`src/rtl/shot_hit_pkg.sv`:
```
// Shared types and constants for the shot/target hit arbiter.
package shot_hit_pkg;

  typedef enum logic [1:0] {
    ARMED    = 2'd0,
    FLYING   = 2'd1,
    HIT      = 2'd2,
    COOLDOWN = 2'd3
  } state_e;

  localparam int MAX_MON = 8;
  localparam int SCORE_W = 8;
  localparam int CNT_W   = 8;

endpackage

```
`src/rtl/shot_hit_arbiter_latch.sv`:
```
// hit_frame_latch: OR-accumulates monster overlaps for one frame and hands the
// mask over as a one-clock commit at the frame boundary.
module hit_frame_latch #(
  parameter int N_MON = 4
) (
  input  logic             clk,
  input  logic             reset,
  input  logic             acc_en_i,
  input  logic             shot_dr_i,
  input  logic [N_MON-1:0] monster_dr_i,
  input  logic             commit_i,
  output logic             commit_o,
  output logic [N_MON-1:0] mask_o
);

  logic [N_MON-1:0] latch_q, latch_d;
  logic [N_MON-1:0] mask_q;
  logic             commit_q;

  // Overlaps on the commit cycle itself still belong to the committed frame.
  assign latch_d = latch_q | ((acc_en_i && shot_dr_i) ? monster_dr_i : '0);

  always_ff @(posedge clk or posedge reset) begin
    if (reset) begin
      latch_q  <= '0;
      mask_q   <= '0;
      commit_q <= 1'b0;
    end else begin
      commit_q <= commit_i;
      if (commit_i) begin
        mask_q  <= latch_d;
        latch_q <= '0;
      end else begin
        latch_q <= latch_d;
      end
    end
  end

  assign commit_o = commit_q;
  assign mask_o   = mask_q;

endmodule

```
`src/rtl/shot_hit_arbiter.sv`:
```
// shot_hit_arbiter: detects shot/target overlap, commits kills per frame and
// gates re-fire with a frame-count cooldown. Optional scoring under SHOT_SCORE_EN.
import shot_hit_pkg::*;

module shot_hit_arbiter #(
  parameter int                 N_MON         = 4,
  parameter int                 RELOAD_FRAMES = 30,
  parameter logic [SCORE_W-1:0] MON_SCORE     = 8'd250
) (
  input  logic               clk,
  input  logic               reset,
  input  logic               startOfFrame,
  input  logic               shot_dr,
  input  logic [N_MON-1:0]   monster_dr,
  input  logic               wall_dr,
  input  logic               shot_fired,
  output logic               fireCollision,
  output logic [N_MON-1:0]   monster_kill,
  output logic               fire_ready,
  output logic [SCORE_W-1:0] score_add
);

  localparam logic [CNT_W-1:0] RELOAD_CNT = CNT_W'(RELOAD_FRAMES);

  if (N_MON < 1 || N_MON > MAX_MON) begin : g_bad_n_mon
    $error("N_MON out of range");
  end
  if (RELOAD_FRAMES < 1 || RELOAD_FRAMES > 255) begin : g_bad_reload
    $error("RELOAD_FRAMES out of range");
  end

  state_e           state_q, state_d;
  logic [CNT_W-1:0] cnt_q, cnt_d;
  logic             fire_ready_q;
  logic             fire_coll_q;
  logic             hit_c;
  logic             acc_en;
  logic             commit;
  logic             commit_pulse;
  logic [N_MON-1:0] commit_mask;

  assign hit_c  = shot_dr & ((|monster_dr) | wall_dr);
  assign acc_en = (state_q == FLYING) || (state_q == HIT);
  assign commit = startOfFrame && (state_q == HIT);

  always_comb begin
    state_d = state_q;
    cnt_d   = cnt_q;
    case (state_q)
      ARMED:    if (shot_fired) state_d = FLYING;
      FLYING:   if (hit_c) state_d = HIT;
      HIT: begin
        if (startOfFrame) begin
          state_d = COOLDOWN;
          cnt_d   = RELOAD_CNT;
        end
      end
      COOLDOWN: begin
        if (startOfFrame) begin
          cnt_d = cnt_q - 1'b1;
          if (cnt_q <= 1) state_d = ARMED;
        end
      end
      default:  state_d = ARMED;
    endcase
  end

  always_ff @(posedge clk or posedge reset) begin
    if (reset) begin
      state_q      <= ARMED;
      cnt_q        <= '0;
      fire_ready_q <= 1'b1;
      fire_coll_q  <= 1'b0;
    end else begin
      state_q      <= state_d;
      cnt_q        <= cnt_d;
      fire_ready_q <= (state_d == ARMED);
      fire_coll_q  <= (state_q == FLYING) && hit_c;
    end
  end

  hit_frame_latch #(.N_MON(N_MON)) u_latch (
    .clk          (clk),
    .reset        (reset),
    .acc_en_i     (acc_en),
    .shot_dr_i    (shot_dr),
    .monster_dr_i (monster_dr),
    .commit_i     (commit),
    .commit_o     (commit_pulse),
    .mask_o       (commit_mask)
  );

  assign fireCollision = fire_coll_q;
  assign fire_ready    = fire_ready_q;
  assign monster_kill  = commit_pulse ? commit_mask : '0;

`ifdef SHOT_SCORE_EN
  logic [3:0]  kill_cnt;
  logic [11:0] score_raw;

  always_comb begin
    kill_cnt = '0;
    for (int i = 0; i < N_MON; i++) kill_cnt = kill_cnt + 4'(monster_kill[i]);
  end

  assign score_raw = 12'(MON_SCORE) * 12'(kill_cnt);
  assign score_add = (score_raw > 12'd255) ? 8'hFF : score_raw[7:0];
`else
  assign score_add = '0;
`endif

endmodule

```
`config.mk`:
```
export PLATFORM = sky130hd
export DESIGN_NAME = shot_hit_arbiter
export DESIGN_NICKNAME = d
export VERILOG_FILES = /design/src/rtl/shot_hit_pkg.sv /design/src/rtl/shot_hit_arbiter_latch.sv /design/src/rtl/shot_hit_arbiter.sv
export SDC_FILE = /design/constraint.sdc
export NUM_CORES = 1
export LEC_CHECK = 0
export CORE_MARGIN = 3
export CORE_UTILIZATION = 44
export CTS_CLUSTER_DIAMETER = 30
export CTS_CLUSTER_SIZE = 12
export DETAILED_ROUTE_END_ITERATION = 10
export PLACE_DENSITY_LB_ADDON = 0.05
export RECOVER_POWER = 100
export SETUP_SLACK_MARGIN = 0.2
export SLEW_MARGIN = 20
export SYNTH_ARGS = -nofsm -noshare
export SYNTH_HDL_FRONTEND = slang
export SYNTH_SLANG_ARGS = --single-unit
```
`constraint.sdc`:
```
create_clock -name clk -period 1.5 [get_ports clk]
set_clock_uncertainty 0.1 [all_clocks]
set_input_delay 0.225 -clock clk [delete_from_list [all_inputs] [get_ports clk]]
set_output_delay 0.225 -clock clk [all_outputs]
set_load 0.005 [all_outputs]
```
After elaboration in Yosys (flattened, before gate mapping) --
Cells that the tools add are included.
Cells by class: add/sub/neg operators 1, order comparisons 1, eq/ne operators 5, muxes and demuxes 12, bitwise operators 3, reductions and logical operators 9
Operators with widths (number):
- $mux W8 | 2
- $pmux W8 S2 | 1
- $mux W4 | 3
- $mux W2 | 5
- $le A8 B1 Y1 const B | 1
- $pmux W2 S4 | 1
- $sub A8 B1 Y8 const B | 1
- $eq A2 B2 Y1 const B | 2
- $logic_not A2 Y1 | 2
- $ne A2 B2 Y1 const B | 2
- $or A4 B4 Y4 | 1
- $reduce_or A4 Y1 | 1
- $logic_and A1 B1 Y1 | 3
- $reduce_and A3 Y1 | 1
- $eq A2 B1 Y1 const B | 1
- $reduce_bool A2 Y1 | 1
- $and A1 B1 Y1 | 1
- $logic_or A1 B1 Y1 | 1
- $or A1 B1 Y1 | 1
Storage, ports and cells: register bits after elaboration 21, output and inout port bits 14, word-level logic and storage cells 38

Longest topological paths before layout --
Gate-level depths: netlist of the first run.
word-level depth 6, mapped depth 7, gate-level depth less buffers 7

Modules after synthesis --
Synthesis of the first run repeated with hierarchy kept, for this count alone.
Unflattened totals: cell total of the unflattened synthesis 115, area, all modules 1174.9 um^2
By module, submodules not included:
- shot_hit_arbiter | instances 1, cells an instance 88, area each 857.1 um^2, sequential area each 301.5 um^2
- hit_frame_latch | instances 1, cells an instance 27, area each 317.8 um^2, sequential area each 225.2 um^2

Worst setup path before layout of the first run --
OpenSTA, ideal clock, no wires.
path kind reg-to-reg, from reg cnt_q[0], to reg state_q[1], data arrival time 1.445 ns, required time 1.264 ns, slack -0.181 ns, cell stages (with the launch flop) 6, buffers on the path 0, clock period less this slack 1.681 ns, cells stage by stage dfrtp_1 -> inv_1 -> ha_1 -> or2_0 -> a41o_2 -> a221oi_1
Between the ends: longest elaborated chain between the ends 4
Ends and longest elaborated chain:
- start: declaration | line shot_hit_arbiter.sv:33 | logic [CNT_W-1:0] cnt_q, cnt_d;
- start signal: assignment | line shot_hit_arbiter.sv:76 | cnt_q <= cnt_d;
- $le A8 B1 Y1 | line shot_hit_arbiter.sv:61 | if (cnt_q <= 1) state_d = ARMED;
- $mux W2 | line shot_hit_arbiter.sv:61
- $mux W2 | line shot_hit_arbiter.sv:59 | if (startOfFrame) begin
- $pmux W2 S4 | line shot_hit_arbiter.sv:49 | case (state_q)
- net state_d[1] | line shot_hit_arbiter.sv:32 | state_e state_q, state_d;
- end signal: assignment | line shot_hit_arbiter.sv:75 | state_q <= state_d;
- end: declaration | line shot_hit_arbiter.sv:32
The timed path passes the listed nets, and every way through them passes these cells. A chain may end at the register's enable or synchronous reset.

Worst setup path in the final report of the first run --
from reg cnt_q[0], to reg fire_ready_q, in the netlist fire_ready
Between the ends: longest elaborated chain between the ends 5
Ends and longest elaborated chain:
- $le A8 B1 Y1 | line shot_hit_arbiter.sv:61
- $mux W2 | line shot_hit_arbiter.sv:61
- $mux W2 | line shot_hit_arbiter.sv:59
- $pmux W2 S4 | line shot_hit_arbiter.sv:49
- net state_d[1] | line shot_hit_arbiter.sv:32
- $logic_not A2 Y1 | line shot_hit_arbiter.sv:77 | fire_ready_q <= (state_d == ARMED);
- end signal: assignment | line shot_hit_arbiter.sv:77
- end: declaration | line shot_hit_arbiter.sv:34 | logic fire_ready_q;
The timed path passes the listed nets, and every way through them passes these cells.

==> impl_metrics.ini, run 1 <==
[synth]
async_flop_share = 1.00
synth_cell_types = 32
avgSynthCellArea_um2 = 9.72
synth_common_cells = dfrtp_1, nor2_1
synthFlopType = dfrtp_1
synth.most_common_cell = dfrtp_1
ys_seq_area_frac = 0.471
synthTopCellsByArea = dfrtp_1, ha_1, buf_4
synth_edf_count = 0
ys.warnings.count = 0
syn_inst = 115
syn_area_um2 = 1120
ys_ff_latch = 21
synth_top_area_cell = dfrtp_1
synth_top_area_frac = 0.448

[clock_network]
cts-buffers-inserted = 3
path_clk_slew_ps = 110
clockRootBuffer = clkbuf_4
clock-sinks = 21
clk_latency_ps = 310
cts_max_level = 1
holdBufCountCts = 0
cts_buffer_depth = 2
cts_tree = yes

[layout]
final_cells = 185
drive_gt1_frac = 0.446
final_design_area_no_fill_um2 = 1670
antenna_cells = 0
area_growth_pct = 49.5
fin_nets = 174

[setup_path]
endpoint_kind = flip-flop
crit_arrival_ps = 1710
cp-start-kind = flip-flop
path_delay_family = compound AO/OA/AOI/OAI gates
crit_required_ps = 1640
cp.buffers_inverters = 0
cp_slowest_cell = dfrtp_1
max_stage_delay_ps = 420
cp_cell_sequence = ha_1, or2_0, a41o_2, a221oi_4, nor2_2
criticalPathCategory = reg -> reg
critical_path.max_fanout = 3

[floorplanning]
io_pins = 24
fp-row-count = 17
initial_core_util = 0.482
dieArea_um2 = 3180
fp.dieW_um = 56.4
die_h_um = 56.4
coreArea_um2 = 2320

[run_status]
violations = negative setup slack
status = complete, but fails checks

[sta]
finalSetupViolations = 4
tightest_slew_ps = 523
holdWs_ps = 133
hold_viol_final = 0
post-route-period-util = 1.04
fin_tns_setup_ps = -175
clock.fmax_mhz = 639
rsz0062_at_grt = yes
fin_ws_ps = -65.3
fin_crit_ps = 1570
maxSlewHeadroom = 0.651
final_max_slew_viol_count = 0

[global_route]
grt_pass1_vias = 947
grt_max_degree = 22
grt_overflow = 0
antenna_found_initial = 0
grt_pass1_wl_mm = 4.26
grt_use_total = 0.168

[place]
dp.cells = 175
dpl_cell_area_um2 = 1430
place_congestion = 0.731
port-buffer-count = 15
dpl.hpwl_mm = 1.71

[min_path]
hp-class = in -> reg

[route]
routed_wl_mm = 2.46
routedWlPerCell_um = 13.3
antenna_left = 0
via_per_inst = 5.09
dr.pass1.iters = 4
drt_iter0_markers = 25
post-route-drc-count = 0
vias = 942

[power]
finalPower_w = 0.00251
power_density_nw_per_um2 = 1510
ir_worst_vdd_v = 0.00143
leakagePower_nw = 0.744

[run]
cap_violations = 0
## path summary, 6_finish.rpt
kind	from	end	slack, ps	cells after the start
setup / recovery	cnt_q[0]	fire_ready	-70	5
hold / removal	monster_dr[3]	u_latch.latch_q[3]	130	3
setup reg to reg	cnt_q[0]	fire_ready	-70	5
hold reg to reg	u_latch.mask_o[1]	u_latch.mask_o[1]	410	2
max in group asynchronous	reset	state_q[1]	560	3
min in group asynchronous	reset	u_latch.mask_o[3]	360	3
## metrics by stage
stage	util	worst slack (ps)
3_5_place_dp	0.617	-525
6_report	0.720	-65.3
5_1_grt	0.720	-150
3_3_place_gp	0.617	-524
2_1_floorplan	-	-49.6
4_1_cts	0.699	-84.9
## worst register-to-register path, cell delays in order (launching register included)
cell      delay (ps)
dfrtp_1          420
ha_1             200
or2_0            220
a41o_2           260
a221oi_4         250
nor2_2            50
## what timing repair did
action | 4_1_cts | 5_1_grt
setup buffers | 4 | 2
resized for setup | 64 | 18
pin swaps | 24 | 14
setup endpoints to repair | 26 | 25
## cell usage in the layout (no fill, tap or decap), drive strengths merged
cell type      netlist  routed
a21boi               1       1
a21oi                3       3
a221oi               1       1
a31oi                6       6
a32oi                1       1
a41o                 1       1
and2                 4       4
buf                  8      30
clkbuf               2       7
clkdlybuf4s25        0       1
clkdlybuf4s50        0       4
clkinv               0       1
conb                 1       8
dfrtp               20      20
dfstp                1       1
dlygate4sd2          0       1
dlygate4sd3          0       1
ha                   6       6
inv                  8       8
nand2                8       8
nand3                2       2
nand4                3       3
nand4b               1       1
nor2                14      14
nor2b                2       2
nor3                 2       2
nor4                 1       1
o211ai               1       1
o21a                 1       1
o21ai                8       8
or2                  2       2
or3b                 1       1
or4                  1       1
xor2                 5       5
## kinds of logic (layout without fill, tap and decap cells)
family                   Yosys count  in the layout  share of synthesized area
adder cells (fa/ha/maj)            6              6                     0.0672
flip-flops                        21             21                      0.471
other                              1              8                    0.00336
buffers and inverters             18             53                     0.0874
AO/OA/AOI/OAI                     23             23                      0.142
XOR/XNOR                           5              5                     0.0392
AND/OR/NAND/NOR                   41             41                      0.189
## flip-flops by register name, summed over array words and instances, names as in the netlist
name / cells
state_q: 2
u_latch.latch_q: 4
cnt_q: 8
fireCollision: 1
u_latch.mask_o: 4
u_latch.commit_o: 1
fire_ready: 1
## metal layers
layer / GRT usage / vias up / share of wire
met4: 0.0542 / 0 / 0.015
li1: - / 462 / -
met1: 0.221 / 445 / 0.44
met2: 0.265 / 29 / 0.49
met5: 0 / - / 0
met3: 0.0460 / 6 / 0.050
## power by group
part	switching, W	internal [W]	total (W)
Combinational	0.000631	0.000703	0.00133
Clock	0.000171	0.0000995	0.000271
Sequential	0.000148	0.000761	0.000909
## layout make-up
type,count,area [um2]
clock buffer,3,22.5
timing repair buffer,41,347
sequential,21,528
fill,180,648
tap,28,35.0
multi-input combinational,83,703
clock inverter,1,5.00
inverter,8,30.0
Note: power is estimated with default switching activity, not from simulation.
==> run 2, diff against run 1 <==
==> constraint.sdc (replaced) <==
create_clock -name clk -period 1.3 [get_ports clk]
set_clock_uncertainty 0.1 [all_clocks]
set_input_delay 0.195 -clock clk [delete_from_list [all_inputs] [get_ports clk]]
set_output_delay 0.195 -clock clk [all_outputs]
set_load 0.005 [all_outputs]
==> run 2 against run 1 <==
Effect of this change:
- sequential share of layout area down 0.095 points
- sequential power rose by 14%
- register-to-register slack got worse by 260 ps
- combinational power grew 12%
- critical path depth rose by 1
- critical endpoint unchanged
- cell count increased by 3.2%
- the flow still finishes with violations (negative setup slack)
- clock-buffer cell count is the same
==> impl_metrics.ini, run 2 (synthesis results as in run 1) <==
[global_route]
grt_pass1_vias = 973
grt_use_total = 0.172
grt_max_degree = 22
top_usage_layer = met2
gr-usage-met1 = 0.246
grtUsageMet2 = 0.274
use_met3 = 0.0276
grt_overflow = 0
grt_pass1_wl_mm = 4.42
antenna_found_initial = 0

[setup_path]
criticalPathCategory = reg -> reg
max_stage_delay_ps = 410
cp_slowest_cell = dfrtp_1
endpoint_kind = flip-flop
crit_required_ps = 1450
critical_path.max_fanout = 3
cp-start-kind = flip-flop
crit_arrival_ps = 1780
cp_cell_sequence = inv_1, ha_2, or2_0, a41o_2, a221oi_4, nor2_2

[clock_network]
cts_buffer_depth = 2
clockRootBuffer = clkbuf_4
holdBufCountCts = 0
clock-sinks = 21
cts_max_level = 1
clk_latency_ps = 310
path_clk_slew_ps = 120
cts-buffers-inserted = 3
cts_tree = yes

[place]
dp.cells = 180
place_congestion = 0.781
pre_cts_ws_ps = -706
dpl_cell_area_um2 = 1570
port-buffer-count = 15
dpl.hpwl_mm = 1.82

[sta]
rsz0062_at_grt = yes
tightest_slew_ps = 525
holdWs_ps = 174
post-route-period-util = 1.25
finalSetupViolations = 22
hold_viol_final = 0
final_max_slew_viol_count = 0
clock.fmax_mhz = 614
maxSlewHeadroom = 0.650
fin_ws_ps = -329
fin_crit_ps = 1630

[layout]
fin_util = 0.723
final_design_area_no_fill_um2 = 1680
fin_nets = 180
drive_gt1_frac = 0.454
antenna_cells = 0
mostFrequentLayoutCell = buf_4
area_growth_pct = 49.9
largest_register_ffs = 8
final_cells = 191
regMostFlops = cnt_q
layout_common_cells = buf_4, dfrtp_1, nor2_1

[floorplanning]
die_h_um = 56.4
fp.dieW_um = 56.4
dieArea_um2 = 3180
initial_core_util = 0.482
io_pins = 24
fp-row-count = 17
coreArea_um2 = 2320

[power]
pwr-share-seq = 0.363
power_density_nw_per_um2 = 1700
swShare = 0.377
leakagePower_nw = 0.769
ir_worst_vdd_v = 0.00113
p_int_w = 0.00178
p_switching_w = 0.00108
comb_power_share = 0.523
clockPowerShare = 0.114

[route]
post-route-drc-count = 0
antenna_left = 0
vias = 950
routed_wl_mm = 2.45
via_per_inst = 4.97
routedWlPerCell_um = 12.8
dr.pass1.iters = 4
drt_iter0_markers = 14

[run_status]
status = complete, but fails checks
violations = negative setup slack

[min_path]
hp-class = in -> reg

[run]
cap_violations = 0
==> run 2: cell types whose count changed in the layout (fill, tap and decap cells not counted), moves of 3 or more <==
cell	previous run	this run
clkbuf_2	4	1
buf_4	18	28
buf_2	2	5
buf_6	10	6
==> run 2: repair_timing <==
| item | CTS | global route |
|---|---|---|
| gates resized for setup | 57 | 2 |
| buffers inserted | 6 | 1 |
| endpoints found under the hold margin | 0 | 0 |
| pin swaps | 18 | 3 |
| setup endpoints to repair | 27 | 27 |
==> run 2: critical path: cells and delay by family (launching register included) <==
family | cells | cell delay (ps)
simple gates | 2 | 260
fa+ha+maj | 1 | 180
flops | 1 | 410
compound gates | 2 | 570
buf+inv | 1 | 60
==> run 2: metrics by stage <==
| stage | power [W] | setup TNS, ps |
|---|---|---|
| global placement | 0.00229 | -4300 |
| floorplan | 0.00186 | -1980 |
| global route | 0.00307 | -5350 |
| detailed placement | 0.00234 | -4770 |
| CTS | 0.00280 | -3720 |
| finish | 0.00286 | -3970 |
==> run 2: final timing paths <==
path	from	endpoint	slack (ps)	cells past startpoint
min in group asynchronous	reset	u_latch.mask_o[3]	340	3
hold reg to reg	u_latch.mask_o[3]	u_latch.mask_o[3]	400	2
setup reg to reg	cnt_q[0]	fire_ready	-330	6
setup / recovery	cnt_q[0]	fire_ready	-330	6
hold / removal	monster_dr[1]	u_latch.latch_q[1]	170	4
max in group asynchronous	reset	state_q[1]	380	3
==> run 2: final cells by class <==
class	instances	area (um2)
clock buffer	3	22.5
sequential	21	528
inverter	8	30.0
multi-input combinational	83	683
tap	28	35.0
clock inverter	1	5.00
timing repair buffer	47	372
fill	182	643
==> run 2: metal layers <==
metal	vias to the layer above	routed length [um]
met2	21	1180
met1	448	1180
met3	2	86
met5	-	0
li1	479	-
met4	0	6
==> run 2: power by group through the flow <==
stage | Clock (W) | Sequential (W) | Combinational [W]
2_1_floorplan | 0 | 0.00103 | 0.000828
3_3_place_gp | 0 | 0.00103 | 0.00126
3_5_place_dp | 0 | 0.00104 | 0.00130
4_1_cts | 0.000329 | 0.00103 | 0.00144
5_1_grt | 0.000367 | 0.00106 | 0.00164
6_report | 0.000325 | 0.00104 | 0.00149
